[src/rtl/board_ram_arbiter.sv]
// Single-port owner of the 32768x3 board RAM: arbitrates game RMW and VGA reads,
// and runs a full-board clear sweep on request.
module board_ram_arbiter #(
  parameter int unsigned BOARD_W      = 160,
  parameter int unsigned BOARD_H      = 120,
  parameter int unsigned RD_LAT       = 1,
  parameter int unsigned VGA_MAX_WAIT = 8
) (
  input  logic        CLOCK_50,
  input  logic        reset,
  input  logic        game_req,
  input  logic        game_wr,
  input  logic [14:0] game_addr,
  input  logic [2:0]  game_wdata,
  output logic        game_gnt,
  output logic        game_rvalid,
  input  logic        vga_req,
  input  logic [14:0] vga_addr,
  output logic        vga_gnt,
  output logic        vga_rvalid,
  output logic [2:0]  rdata,
  input  logic        clear_start,
  output logic        clear_busy,
  output logic        clear_done,
  output logic [14:0] ram_address,
  output logic [2:0]  ram_data,
  output logic        ram_wren,
  input  logic [2:0]  ram_q
);

  localparam int unsigned WaitW = $clog2(VGA_MAX_WAIT + 1);
  localparam logic [WaitW-1:0] WaitMax = WaitW'(VGA_MAX_WAIT);
  localparam logic [7:0] XLast = 8'(BOARD_W - 1);
  localparam logic [6:0] YLast = 7'(BOARD_H - 1);

  typedef enum logic [0:0] {StIdle, StClear} state_e;

  state_e           state_q, state_d;
  logic [7:0]       x_q, x_d;
  logic [6:0]       y_q, y_d;
  logic [WaitW-1:0] wait_q, wait_d;
  logic [14:0]      addr_q, addr_d;
  logic [2:0]       data_q, data_d;
  logic             wren_q, wren_d;
  logic             busy_q, busy_d;
  logic             done_q, done_d;
  logic [RD_LAT:0]  tag_vld_q, tag_vld_d;
  logic [RD_LAT:0]  tag_vga_q, tag_vga_d;
  logic             game_rvalid_q, game_rvalid_d;
  logic             vga_rvalid_q, vga_rvalid_d;

  logic arb_en, forced, game_win, vga_win, issue_rd, issue_vga;

  always_comb begin
    state_d   = state_q;
    x_d       = x_q;
    y_d       = y_q;
    wait_d    = wait_q;
    addr_d    = addr_q;
    data_d    = data_q;
    wren_d    = 1'b0;
    busy_d    = busy_q;
    done_d    = 1'b0;
    issue_rd  = 1'b0;
    issue_vga = 1'b0;

    // A waiting VGA client that has hit its limit overrides game priority.
    arb_en   = (state_q == StIdle) && !clear_start;
    forced   = vga_req && (wait_q == WaitMax);
    game_win = arb_en && game_req && !forced;
    vga_win  = arb_en && vga_req && !game_win;

    unique case (state_q)
      StIdle: begin
        if (clear_start) begin
          state_d = StClear;
          x_d     = '0;
          y_d     = '0;
          busy_d  = 1'b1;
        end else if (game_win) begin
          addr_d   = game_addr;
          wren_d   = game_wr;
          data_d   = game_wr ? game_wdata : 3'b000;
          issue_rd = !game_wr;
        end else if (vga_win) begin
          addr_d    = vga_addr;
          data_d    = 3'b000;
          issue_rd  = 1'b1;
          issue_vga = 1'b1;
        end
      end
      StClear: begin
        addr_d = {x_q, y_q};
        data_d = 3'b000;
        wren_d = 1'b1;
        if (y_q == YLast) begin
          y_d = '0;
          if (x_q == XLast) begin
            x_d     = '0;
            state_d = StIdle;
            busy_d  = 1'b0;
            done_d  = 1'b1;
          end else begin
            x_d = x_q + 8'd1;
          end
        end else begin
          y_d = y_q + 7'd1;
        end
      end
    endcase

    if (vga_req && !vga_win) begin
      wait_d = (wait_q == WaitMax) ? wait_q : wait_q + WaitW'(1);
    end else begin
      wait_d = '0;
    end

    // Read tags ride alongside the RAM latency; the output stage lines up with ram_q.
    tag_vld_d[0] = issue_rd;
    tag_vga_d[0] = issue_vga;
    for (int unsigned i = 1; i <= RD_LAT; i++) begin
      tag_vld_d[i] = tag_vld_q[i-1];
      tag_vga_d[i] = tag_vga_q[i-1];
    end
    game_rvalid_d = tag_vld_q[RD_LAT] && !tag_vga_q[RD_LAT];
    vga_rvalid_d  = tag_vld_q[RD_LAT] && tag_vga_q[RD_LAT];
  end

  always_ff @(posedge CLOCK_50) begin
    if (reset) begin
      state_q       <= StIdle;
      x_q           <= '0;
      y_q           <= '0;
      wait_q        <= '0;
      addr_q        <= '0;
      data_q        <= '0;
      wren_q        <= 1'b0;
      busy_q        <= 1'b0;
      done_q        <= 1'b0;
      tag_vld_q     <= '0;
      tag_vga_q     <= '0;
      game_rvalid_q <= 1'b0;
      vga_rvalid_q  <= 1'b0;
    end else begin
      state_q       <= state_d;
      x_q           <= x_d;
      y_q           <= y_d;
      wait_q        <= wait_d;
      addr_q        <= addr_d;
      data_q        <= data_d;
      wren_q        <= wren_d;
      busy_q        <= busy_d;
      done_q        <= done_d;
      tag_vld_q     <= tag_vld_d;
      tag_vga_q     <= tag_vga_d;
      game_rvalid_q <= game_rvalid_d;
      vga_rvalid_q  <= vga_rvalid_d;
    end
  end

  assign game_gnt    = game_win;
  assign vga_gnt     = vga_win;
  assign game_rvalid = game_rvalid_q;
  assign vga_rvalid  = vga_rvalid_q;
  assign rdata       = ram_q;
  assign clear_busy  = busy_q;
  assign clear_done  = done_q;
  assign ram_address = addr_q;
  assign ram_data    = data_q;
  assign ram_wren    = wren_q;

endmodule

[config.mk]
export PLATFORM = sky130hd
export DESIGN_NAME = board_ram_arbiter
export DESIGN_NICKNAME = d
export VERILOG_FILES = /design/src/rtl/board_ram_arbiter.sv
export SDC_FILE = /design/constraint.sdc
export NUM_CORES = 1
export LEC_CHECK = 0
export BUFFER_PORTS_ARGS = -buffer_cell sky130_fd_sc_hd__buf_2
export CAP_MARGIN = 20
export CORE_MARGIN = 2
export CORE_UTILIZATION = 45
export CTS_CLUSTER_SIZE = 20
export DETAILED_ROUTE_END_ITERATION = 8
export PLACE_DENSITY = 0.75
export SETUP_SLACK_MARGIN = 0.4
export SLEW_MARGIN = 20
export SYNTH_ARGS = -nofsm -noshare
export SYNTH_HDL_FRONTEND = slang
export SYNTH_SLANG_ARGS = --single-unit
[constraint.sdc]
create_clock -name CLOCK_50 -period 1.9 [get_ports CLOCK_50]
set_clock_uncertainty 0.1 [all_clocks]
set_input_delay 0 -clock CLOCK_50 [delete_from_list [all_inputs] [get_ports CLOCK_50]]
set_output_delay 0 -clock CLOCK_50 [all_outputs]
set_load 0.02 [all_outputs]
======== Yosys cells after proc, flatten, opt, wreduce, memory -nomap -nowiden ========
Cells that the tools add are included.
operators by class
  add/sub/neg operators ................... 3
  equal/unequal tests ..................... 8
  mux-type cells .......................... 30
  bitwise operators ....................... 3
  reductions and logical operators ........ 22
operators with widths
  operator                                                                  number
  15-bit two-way mux                                                        3
  15-bit case mux with 2 select lines                                       1
  8-bit two-way mux                                                         3
  8-bit case mux with 2 select lines                                        1
  7-bit two-way mux                                                         2
  7-bit case mux with 2 select lines                                        1
  3-bit two-way mux                                                         4
  1-bit two-way mux                                                         11
  1-bit logical AND                                                         9
  8-bit by 1-bit adder with 8-bit output (second input constant)            1
  8-bit equality test (second input constant)                               1
  7-bit by 1-bit adder with 7-bit output (second input constant)            1
  7-bit equality test (second input constant)                               1
  1-bit zero test                                                           6
  1-bit case mux with 2 select lines                                        3
  3-bit case mux with 2 select lines                                        1
  3-bit OR reduction                                                        2
  4-bit by 1-bit adder with 4-bit output (second input constant)            1
  4-bit equality test (second input constant)                               1
  2-bit by 1-bit inequality test with 1-bit output (second input constant)  2
  2-bit inequality test (second input constant)                             2
  2-bit AND reduction                                                       2
  4-bit OR reduction                                                        1
  3-bit inequality test (second input constant)                             1
  other kinds (3)                                                           5
storage, ports and cells
  register bits after elaboration ......... 47
  logic and storage cells ................. 81

======== Logic depth before layout (Yosys ltp) ========
Gate-level depths: netlist (run 1).
  word-level depth ........................ 10
  mapped depth ............................ 8

======== Least setup slack after synthesis (run 1) ========
Ideal clock, no wire load.
  kind .................................... reg-to-reg
  start ................................... register wait_q[0]
  end ..................................... register addr_q[10] (netlist: ram_address[10])
  arrival time ............................ 1477 ps
  slack ................................... 189 ps
  stages on the path, launching flop included .. 9
  period minus slack after synthesis ...... 1711 ps
  cell sequence ........................... dfxtp_1 -> inv_1 -> ha_1 -> nand3b_1 -> o211ai_1 -> buf_4 -> buf_6 -> mux2i_1 -> o22ai_1
between the ends
  word-level cells in the longest chain between the ends .. 8
  elaborated cells between the ends (all ways) .. 11
  those cells by class .................... eq/ne: 2; mux: 3; reduce/logical: 6
RTL lines
  element                                 RTL line  source
  start, declared                         41        logic [WaitW-1:0] wait_q, wait_d;
  start signal, assigned                  148       wait_q <= wait_d;
  4-bit equality test (*)                 69        forced = vga_req && (wait_q == WaitMax);
  1-bit logical AND (*)                   69
  1-bit zero test (*)                     70        game_win = arb_en && game_req && !forced;
  1-bit logical AND (*)                   70
  1-bit zero test                         71        vga_win = arb_en && vga_req && !game_win;
  1-bit logical AND                       71
  3-bit inequality test (no source line)  n/a
  2-bit AND reduction (no source line)    n/a
  end signal, assigned                    149       addr_q <= addr_d;
  end, declared                           42        logic [14:0] addr_q, addr_d;
Every way passes the cells marked *; elsewhere a longest branch is shown, timed or not. The select of a mux whose other input is x is not followed.
A chain may end at the register's enable or synchronous reset.

======== Final worst setup path (run 1) ========
  start ................................... register wait_q[0]
  end ..................................... register addr_q[11] (netlist: ram_address[11])
The elaborated chain is that of the path after synthesis.

==> results of run 1 <==
[logic make-up (layout without fill, tap and decap cells)]
kind of cell               Yosys count  after routing  share of synthesized area (%)
adders and majority gates            4              4                           2.36
xor gates and xnor gates             4              4                           1.65
muxes                               15             15                           7.08
and+or+nand+nor                     65             65                           16.9
DFF                                 47             47                           44.4
AOI/OAI and AO/OA                   69             70                           21.5
buffers and inverters               23            151                           6.08
[state kept, by name (all words and copies together), names as in the netlist]
signal	count
ram_wren	1
clear_done	1
vga_rvalid	1
clear_busy	1
tag_vga_q	2
ram_address	15
ram_data	3
game_rvalid	1
tag_vld_q	2
wait_q	4
state_q	1
x_q	8
y_q	7
[what timing repair did]
action,in CTS,in global routing
gates cloned,1,1
buffers inserted,18,5
setup endpoints to repair,38,42
hold buffers,38,1
pin swaps,15,19
gates resized for setup,40,42
endpoints found under the hold margin,25,1
[power breakdown]
part           switching (mW)  internal, mW
clock network           0.345         0.426
logic                   0.206         0.204
registers              0.0232          1.01
[cell type report]
type / instances / area [µm²] / share of cell area, %
inverter: 7 / 28.8 / 0.819
clock buffer: 6 / 82.6 / 2.35
multi-input combinational: 158 / 1280 / 36.4
clock inverter: 2 / 35.0 / 0.997
tap: 52 / 65.1 / 1.85
sequential: 47 / 978 / 27.8
timing repair buffer: 136 / 1050 / 29.8
[cells in the final DEF, fill, tap and decap left out, types with 3 or more instances in the layout]
| cell | count |
|---|---|
| ha_4 | 3 |
| buf_2 | 61 |
| buf_4 | 23 |
| or3_4 | 3 |
| a22o_1 | 5 |
| mux2i_2 | 6 |
| a21oi_2 | 6 |
| clkbuf_8 | 6 |
| inv_1 | 4 |
| a21oi_1 | 5 |
| nand3b_1 | 3 |
| dfxtp_1 | 31 |
| o21ai_1 | 3 |
| dlygate4sd3_1 | 39 |
| o22ai_1 | 15 |
| a21oi_4 | 3 |
| xor2_1 | 3 |
| nor2_1 | 14 |
| nand2_1 | 10 |
| nand3_1 | 3 |
| nor2b_1 | 3 |
| buf_6 | 10 |
| a22oi_1 | 16 |
| o21ai_0 | 4 |
| nand4_1 | 3 |
| a31oi_1 | 4 |
| nand2_2 | 3 |
| mux2i_1 | 8 |
| dfxtp_2 | 9 |
| dfxtp_4 | 7 |
[layer usage]
layer | GRT usage (%) | up-vias | routed length, µm
met3 | 6.35 | 36 | 595
met2 | 45.9 | 159 | 4170
met1 | 32.3 | 1190 | 3140
li1 | - | 1096 | -
met5 | 0 | - | 0
met4 | 12.6 | 0 | 304
[metrics by stage]
step / setup slack [ps] / setup TNS, ps
after detailed placement: 222 / 0
after global routing: -76.7 / -100
after floorplan: 206 / 0
after global placement: 255 / 0
after CTS: 228 / 0
final: -30.4 / -46.3
[how the worst min path moves through the flow]
stage                            from      endpoint  slack [ps]
after floorplan               game_wr  tag_vld_q[0]          -8
after global placement       ram_q[2]      rdata[2]        -100
after detailed placement     ram_q[2]      rdata[2]        -100
after CTS                     vga_req  tag_vga_q[0]         -90
after global routing      clear_start  tag_vga_q[0]          20
final                     clear_start  tag_vga_q[0]          40
[worst max-delay path, cell delays in order (launching register included)]
cell	delay, ps
dfxtp_2	340
inv_2	60
ha_4	130
nand3b_1	120
o211ai_1	320
buf_6	180
clkbuf_16	150
mux2i_1	260
o22ai_1	130
==> impl_metrics.yaml, run 1 <==
clocking:
  cts.sinks: 47
  cts_buffers: 5
  cts_max_level: 2
  cts_tree: "yes"
  path_clk_slew_ps: 90
  insertion_delay_ps: 300
  cts_root_buf: "clkbuf_8"
  cts_max_path_buffers: 2
timing:
  worstMarginPinSlew_ps: 369
  fin_crit_sh_pct: 102
  setup_slack_ps: -30.4
  min_period_ps: 1930
  fmax_mhz: 518
  maxSlewViolCount: 0
  timing.hold.ws_ps: 41.9
  rsz0062_at_grt: "yes"
  timing.slew.headroom_pct: 75.4
  setup_viol: 2
  final_hold_viol_count: 0
worst_setup_path:
  reg2reg_to: "ram_address[11]"
  endpoint: "ram_address[11]"
  cp-startpoint: "wait_q[0]"
  worstSetupStartpointType: "flip-flop"
  crit_path_end_kind: "flip-flop"
  crit_type: "reg -> reg"
  r2r_cells: 8
  reg2reg_from: "wait_q[0]"
  crit_fanout: 6
  cp.arrival_ps: 2000
  rrSetupSlack_ps: -30
  cp_data_required_time_ps: 1970
run_status:
  outcome: "complete, but fails checks"
  violations: "negative setup slack"
route:
  drt-total-wl_um: 8210
  ant_nets: 0
  wire_per_inst_um: 20.1
  vias_per_cell: 6.08
  vias: 2481
  drcViolationCount: 0
  drt_pass1_iterations: 6
  drt_iter0_drc: 358
finish:
  fin_cells: 408
  utilization_pct: 79.1
  area_growth_pct: 65.7
  diodes: 0
  final_nets: 401
  drive_gt1_share_pct: 46.3
  fill_cells: 244
  fin_area_mm2: 0.00351
yosys:
  synth.distinct_cells: 44
  synthTopCellsByCount: "47 x dfxtp_1, 16 x a22oi_1, 15 x mux2i_1, 15 x nor2_1, 15 x o22ai_1"
  async_flop_share_pct: 0
  synth.avg_cell_area_um2: 9.34
  ys_ff_latch: 47
  synth_area_leaders: "dfxtp_1 44%, mux2i_1 7.1%, a22oi_1 5.7%, o22ai_1 4.4%, a21oi_1 2.8%"
  synth_top_area_share_pct: 44.4
  syn-cell-area_mm2: 0.00212
  yosysTopAreaCell: "dfxtp_1"
  yosysWarnings: 0
  synth_ff_type: "dfxtp_1"
  synth_cells: 227
  synth-edff-count: 0
  syn-num-nets: 273
  yosysSeqAreaShare_pct: 44.4
  yosysMostFrequentCell: "dfxtp_1"
floorplan:
  coreArea_mm2: 0.00444
  io_pins: 70
  num_rows: 24
  fp.dieW_um: 72.7
  die_y_um: 72.7
  die-area_mm2: 0.00528
  initial_core_util_pct: 47.7
power_and_ir_drop:
  finalPower_mw: 2.21
  power_density_mw_per_mm2: 629
  peakVddDrop_v: 0.000827
  leakage_nw: 1.52
hold_path:
  worst_hold_path_type: "in -> reg"
  min_path_cells: 3
placement:
  routabilityCongestion: 0.851
  dp_hpwl_um: 3810
  dp_cells: 336
  dpl-instance-area_mm2: 0.00249
  portBuffers: 63
global_route:
  grt_pass1_wl_um: 10900
  track_usage_pct: 27.0
  grt_pass1_vias: 2286
  grt_max_degree: 20
  antenna_found_initial: 0
  grt_overflow_total: 0
flow_run:
  max-cap-violations: 0
Power figures use the tool's default switching activity.
==> run 2: changes to the inputs <==
- ABC_AREA: default -> 1
- CORE_MARGIN: 2 -> default
==> run 2 against run 1 <==
The run now ends clean. Clock power about the same. Synthesized area increased by 5.4%. Global-route usage up 0.43 points. Hold slack lost 37 ps. Cell count up 22%. Total power is 3.3% higher. Maximum frequency grew 20%. Core utilization down 4.3 points.
==> impl_metrics.yaml, run 2 <==
run_status:
  outcome: "finished, final reports clean"
power_and_ir_drop:
  peakVddDrop_v: 0.000358
  comb_power_share_pct: 20.2
  p_int_mw: 1.66
  leakage_nw: 1.59
  switching_share_pct: 27.4
  pwr-share-seq_pct: 46.0
  power_density_mw_per_mm2: 642
  finalPower_mw: 2.28
  power.net_switching_uw: 625
  clkPwrFrac_pct: 33.8
timing:
  setup_slack_ps: 292
  timing.slew.headroom_pct: 64.0
  fin_setup_tns_ps: 0
  worstMarginPinSlew_ps: 539
  fmax_mhz: 622
  final_hold_viol_count: 0
  min_period_ps: 1610
  fin_crit_sh_pct: 84.7
  maxSlewViolCount: 0
  setup_viol: 0
  rsz0062_at_grt: "yes"
floorplan:
  fp.dieW_um: 72.5
  die_y_um: 72.5
  coreArea_mm2: 0.00475
  io_pins: 70
  num_rows: 25
  die-area_mm2: 0.00525
  initial_core_util_pct: 47.0
clocking:
  insertion_delay_ps: 300
  cts_max_path_buffers: 2
  cts_root_buf: "clkbuf_8"
  cts_buffers: 5
  cts_tree: "yes"
  cts_max_level: 2
  path_clk_slew_ps: 90
  cts.sinks: 47
yosys:
  yosysSeqAreaShare_pct: 42.1
  synth.avg_cell_area_um2: 7.35
  synth_area_leaders: "dfxtp_1 42%, nand2_1 12%, nand3_1 9.0%, o211ai_1 4.7%, a21oi_1 4.5%"
  synth_top_area_share_pct: 42.1
  yosysMostFrequentCell: "nand2_1"
  yosysWarnings: 0
  syn-cell-area_mm2: 0.00224
  ys_ff_latch: 47
  synth_ff_type: "dfxtp_1"
  synth-edff-count: 0
  synth_cells: 304
  synthTopCellsByCount: "70 x nand2_1, 47 x dfxtp_1, 40 x nand3_1"
  yosysTopAreaCell: "dfxtp_1"
  syn-num-nets: 350
  synth.distinct_cells: 33
  async_flop_share_pct: 0
worst_setup_path:
  crit_path_end_kind: "flip-flop"
  rrSetupSlack_ps: 290
  cp.arrival_ps: 1710
  cp_data_required_time_ps: 2000
  crit_type: "reg -> reg"
  worstSetupStartpointType: "flip-flop"
  crit_fanout: 8
  reg2reg_to: "ram_address[8]"
  reg2reg_from: "wait_q[0]"
  cp-startpoint: "wait_q[0]"
  r2r_cells: 10
route:
  vias: 2625
  drt_iter0_drc: 240
  drcViolationCount: 0
  ant_nets: 0
  drt_pass1_iterations: 7
  drt-total-wl_um: 7600
  wire_per_inst_um: 15.3
  vias_per_cell: 5.29
placement:
  pre_cts_ws_ps: 130
  dp_hpwl_um: 4030
  routabilityCongestion: 1.01
  portBuffers: 63
  dp_cells: 426
global_route:
  antenna_found_initial: 0
  grt_max_degree: 23
  grt_pass1_vias: 2379
  grt_pass1_wl_um: 11000
  track_usage_pct: 27.5
  grt_overflow_total: 0
finish:
  fill_cells: 325
  diodes: 0
  drive_gt1_share_pct: 38.9
  layout_common_cells: "61 x buf_2, 57 x nand2_1, 40 x dlygate4sd3_1, 39 x dfxtp_1, 33 x nand3_1"
  utilization_pct: 74.8
  final_nets: 474
  largest_reg_flops: 15
  final_common_cell: "buf_2"
  area_growth_pct: 59.0
  fin_cells: 496
hold_path:
  worst_hold_path_type: "in -> reg"
  min_path_cells: 3
  hp-start: "clear_start"
  hold_end: "clear_busy"
flow_run:
  max-cap-violations: 0
run 2: power groups by stage:
stage | registers, mW | logic, mW | clock network (mW)
after detailed placement | 1.07 | 0.290 | 0
after global placement | 1.07 | 0.285 | 0
after global routing | 1.05 | 0.496 | 0.816
final | 1.05 | 0.462 | 0.772
after CTS | 1.05 | 0.404 | 0.775
after floorplan | 1.10 | 0.164 | 0
run 2: critical path, cell delays in order (launching register included):
cell and delay, ps:
dfxtp_2 350, inv_2 50, ha_4 160, nand2_4 60
nor2_4 40, nand2_4 110, nand2_8 100, buf_6 150
or2_1 220, o211ai_1 90, nand3_1 80
run 2: per-layer routing:
metal | routed length, µm | share of wire (%) | track usage (%) | up-vias
met5 | 0 | 0 | 0 | -
met4 | 159 | 2.1 | 10.7 | 0
met3 | 488 | 6.4 | 5.42 | 18
met2 | 3790 | 50 | 47.6 | 114
met1 | 3170 | 42 | 33.5 | 1233
li1 | - | - | - | 1260
run 2: worst max path at each step:
stage | end | cells past startpoint | slack, ps
final | ram_address[8] | 10 | 290
after global routing | ram_address[1] | 8 | 220
after CTS | vga_gnt | 9 | 330
after detailed placement | x_q[3] | 8 | 130
after global placement | x_q[3] | 8 | 240
after floorplan | ram_address[10] | 10 | 390
run 2: kinds of logic after synthesis:
kind of cell	Yosys count	share of synthesized area [%]
and+or+nand+nor	165	33.9
DFF	47	42.1
AOI/OAI and AO/OA	45	12.3
xor gates and xnor gates	3	1.18
adders and majority gates	4	2.24
buffers and inverters	40	8.34
run 2: stage by stage:
| step | area (µm²) | hold WS (ps) |
|---|---|---|
| 6_report | 3550 | 5.28 |
| 5_1_grt | 3550 | 19.0 |
| 4_1_cts | 3370 | 43.2 |
| 3_5_place_dp | 2620 | -99.9 |
| 3_3_place_gp | 2620 | -99.9 |
| 2_1_floorplan | 2270 | 12.6 |
run 2: final cells by class:
type | count | area (µm²) | area share [%]
clock buffers | 6 | 82.6 | 2.32
clock inverters | 2 | 35.0 | 0.986
inverters | 26 | 105 | 2.96
multi-input cells | 219 | 1350 | 37.9
flip-flops and latches | 47 | 956 | 26.9
well taps | 67 | 83.8 | 2.36
repair buffers | 129 | 943 | 26.5
run 2: timing repair:
item / in CTS / in global routing
endpoints found under the setup margin: 40 / 40
hold buffers: 41 / 0
cloned: 2 / 0
buffers inserted: 12 / 8
pin swaps: 13 / 16
endpoints found under the hold margin: 27 / 0
gates resized for setup: 30 / 41
==> run 3: changes to the inputs <==
- clock period: 1.9 -> 1.6 ns (I/O delays scaled with it)
==> run 3 against run 2 <==
The flow now finishes with violations (negative setup slack). Cell count is 2.2% higher. Core utilization is 5.0 points higher. Critical path depth is 1 higher. Critical path type unchanged.
==> impl_metrics.yaml, run 3 (same netlist as run 2, synthesis figures left out) <==
run_status:
  outcome: "complete, but fails checks"
  violations: "negative setup slack"
timing:
  worstMarginPinSlew_ps: 291
  fmax_mhz: 598
  fin_crit_sh_pct: 105
  maxSlewViolCount: 0
  rsz0062_at_grt: "yes"
  final_hold_viol_count: 0
  timing.slew.headroom_pct: 80.6
  setup_slack_ps: -72.8
  setup_viol: 9
  min_period_ps: 1670
  timing.hold.ws_ps: 69.7
power_and_ir_drop:
  peakVddDrop_v: 0.000478
  comb_power_share_pct: 23.6
  p_int_mw: 1.79
  switching_share_pct: 30.1
  pwr-share-seq_pct: 48.7
  finalPower_mw: 2.56
  power.net_switching_uw: 771
  power_density_mw_per_mm2: 675
  clkPwrFrac_pct: 27.7
  leakage_nw: 1.68
finish:
  multi_input_area_mm2: 0.00150
  final_nets: 485
  layout_common_cells: "61 x buf_2, 56 x nand2_1, 41 x dlygate4sd3_1, 35 x dfxtp_1, 31 x nand3_1"
  area_growth_pct: 69.7
  final_common_cell: "buf_2"
  fin_cells: 507
  drive_gt1_share_pct: 45.7
  largest_reg_flops: 15
  utilization_pct: 79.8
  seqCellArea_um2: 961
  fill_cells: 269
  diodes: 0
placement:
  routabilityCongestion: 0.843
  dp_hpwl_um: 4100
  dp_cells: 435
  portBuffers: 63
  pre_cts_ws_ps: -23.9
worst_setup_path:
  r2r_cells: 11
  worstSetupStartpointType: "flip-flop"
  rrSetupSlack_ps: -70
  crit_path_end_kind: "flip-flop"
  endpoint: "ram_data[2]"
  cp-startpoint: "wait_q[0]"
  cp.arrival_ps: 1810
  crit_fanout: 7
  reg2reg_from: "wait_q[0]"
  cp_data_required_time_ps: 1740
  reg2reg_to: "ram_data[2]"
  crit_type: "reg -> reg"
clocking:
  insertion_delay_ps: 300
  cts_max_path_buffers: 2
  cts_tree: "yes"
  cts_max_level: 2
  cts_buffers: 5
  path_clk_slew_ps: 90
  cts_root_buf: "clkbuf_8"
  cts.sinks: 47
floorplan:
  die-area_mm2: 0.00525
  initial_core_util_pct: 47.0
  coreArea_mm2: 0.00475
  io_pins: 70
  num_rows: 25
  fp.dieW_um: 72.5
  die_y_um: 72.5
flow_run:
  max-cap-violations: 0
global_route:
  track_usage_pct: 29.8
  grt_pass1_wl_um: 12100
  grt_pass1_vias: 2623
  grt_max_degree: 19
  antenna_found_initial: 0
  grt_overflow_total: 0
route:
  drt_iter0_drc: 294
  ant_nets: 0
  vias_per_cell: 5.64
  drt-total-wl_um: 8690
  drt_pass1_iterations: 5
  wire_per_inst_um: 17.1
  vias: 2861
  drcViolationCount: 0
hold_path:
  worst_hold_path_type: "in -> reg"
-- run 3: what timing repair did --
item                                    CTS  global route
cloned                                    2             0
resized for setup                        46            50
endpoints found under the setup margin   45            45
hold buffers                             41             0
hold endpoints to repair                 35             0
pin swaps                                21            38
buffers inserted                         14             7
-- run 3: critical path, stage by stage, from the launching register on --
cell and delay (ps):
dfxtp_2 340, inv_2 50, ha_4 150, nand2_4 50, nor2_4 40, nand2_4 110, nand2_8 100, buf_6 140
buf_4 130, nor2_4 160, nand2_1 90, a21oi_1 150
-- run 3: area by class of cell --
cell class / count / area share [%]
Inverter: 26 / 2.84
Tap cell: 67 / 2.21
Timing Repair Buffer: 140 / 27.9
Clock buffer: 6 / 1.91
Clock inverter: 2 / 0.330
Sequential cell: 47 / 25.3
Multi-Input combinational cell: 219 / 39.5
-- run 3: worst min path at each step --
stage	startpoint	end	slack, ps	depth (start not counted)
after global placement	ram_q[1]	rdata[1]	-100	0
after detailed placement	ram_q[1]	rdata[1]	-100	0
after floorplan	ram_q[0]	rdata[0]	10	1
final	vga_req	tag_vga_q[0]	70	4
after global routing	vga_req	tag_vga_q[0]	70	4
after CTS	game_req	ram_address[7]	30	5
-- run 3: metal layers --
layer	track usage, %	part of all wire (%)
met4	13.9	5.0
met2	52.6	49
met3	7.50	9.4
met5	0	0
met1	33.6	37
-- run 3: through the flow --
| step | TNS, ps | cell area [µm²] |
|---|---|---|
| 3_3_place_gp | 0 | 2750 |
| 6_report | -239 | 3790 |
| 5_1_grt | -1350 | 3790 |
| 2_1_floorplan | 0 | 2330 |
| 3_5_place_dp | -106 | 2750 |
| 4_1_cts | 0 | 3560 |
-- run 3: power groups by stage --
| stage | logic, mW | registers, mW | clock network [mW] |
|---|---|---|---|
| 2_1_floorplan | 0.209 | 1.31 | 0 |
| 3_3_place_gp | 0.368 | 1.27 | 0 |
| 3_5_place_dp | 0.374 | 1.27 | 0 |
| 4_1_cts | 0.525 | 1.24 | 0.711 |
| 5_1_grt | 0.638 | 1.25 | 0.761 |
| 6_report | 0.606 | 1.25 | 0.709 |
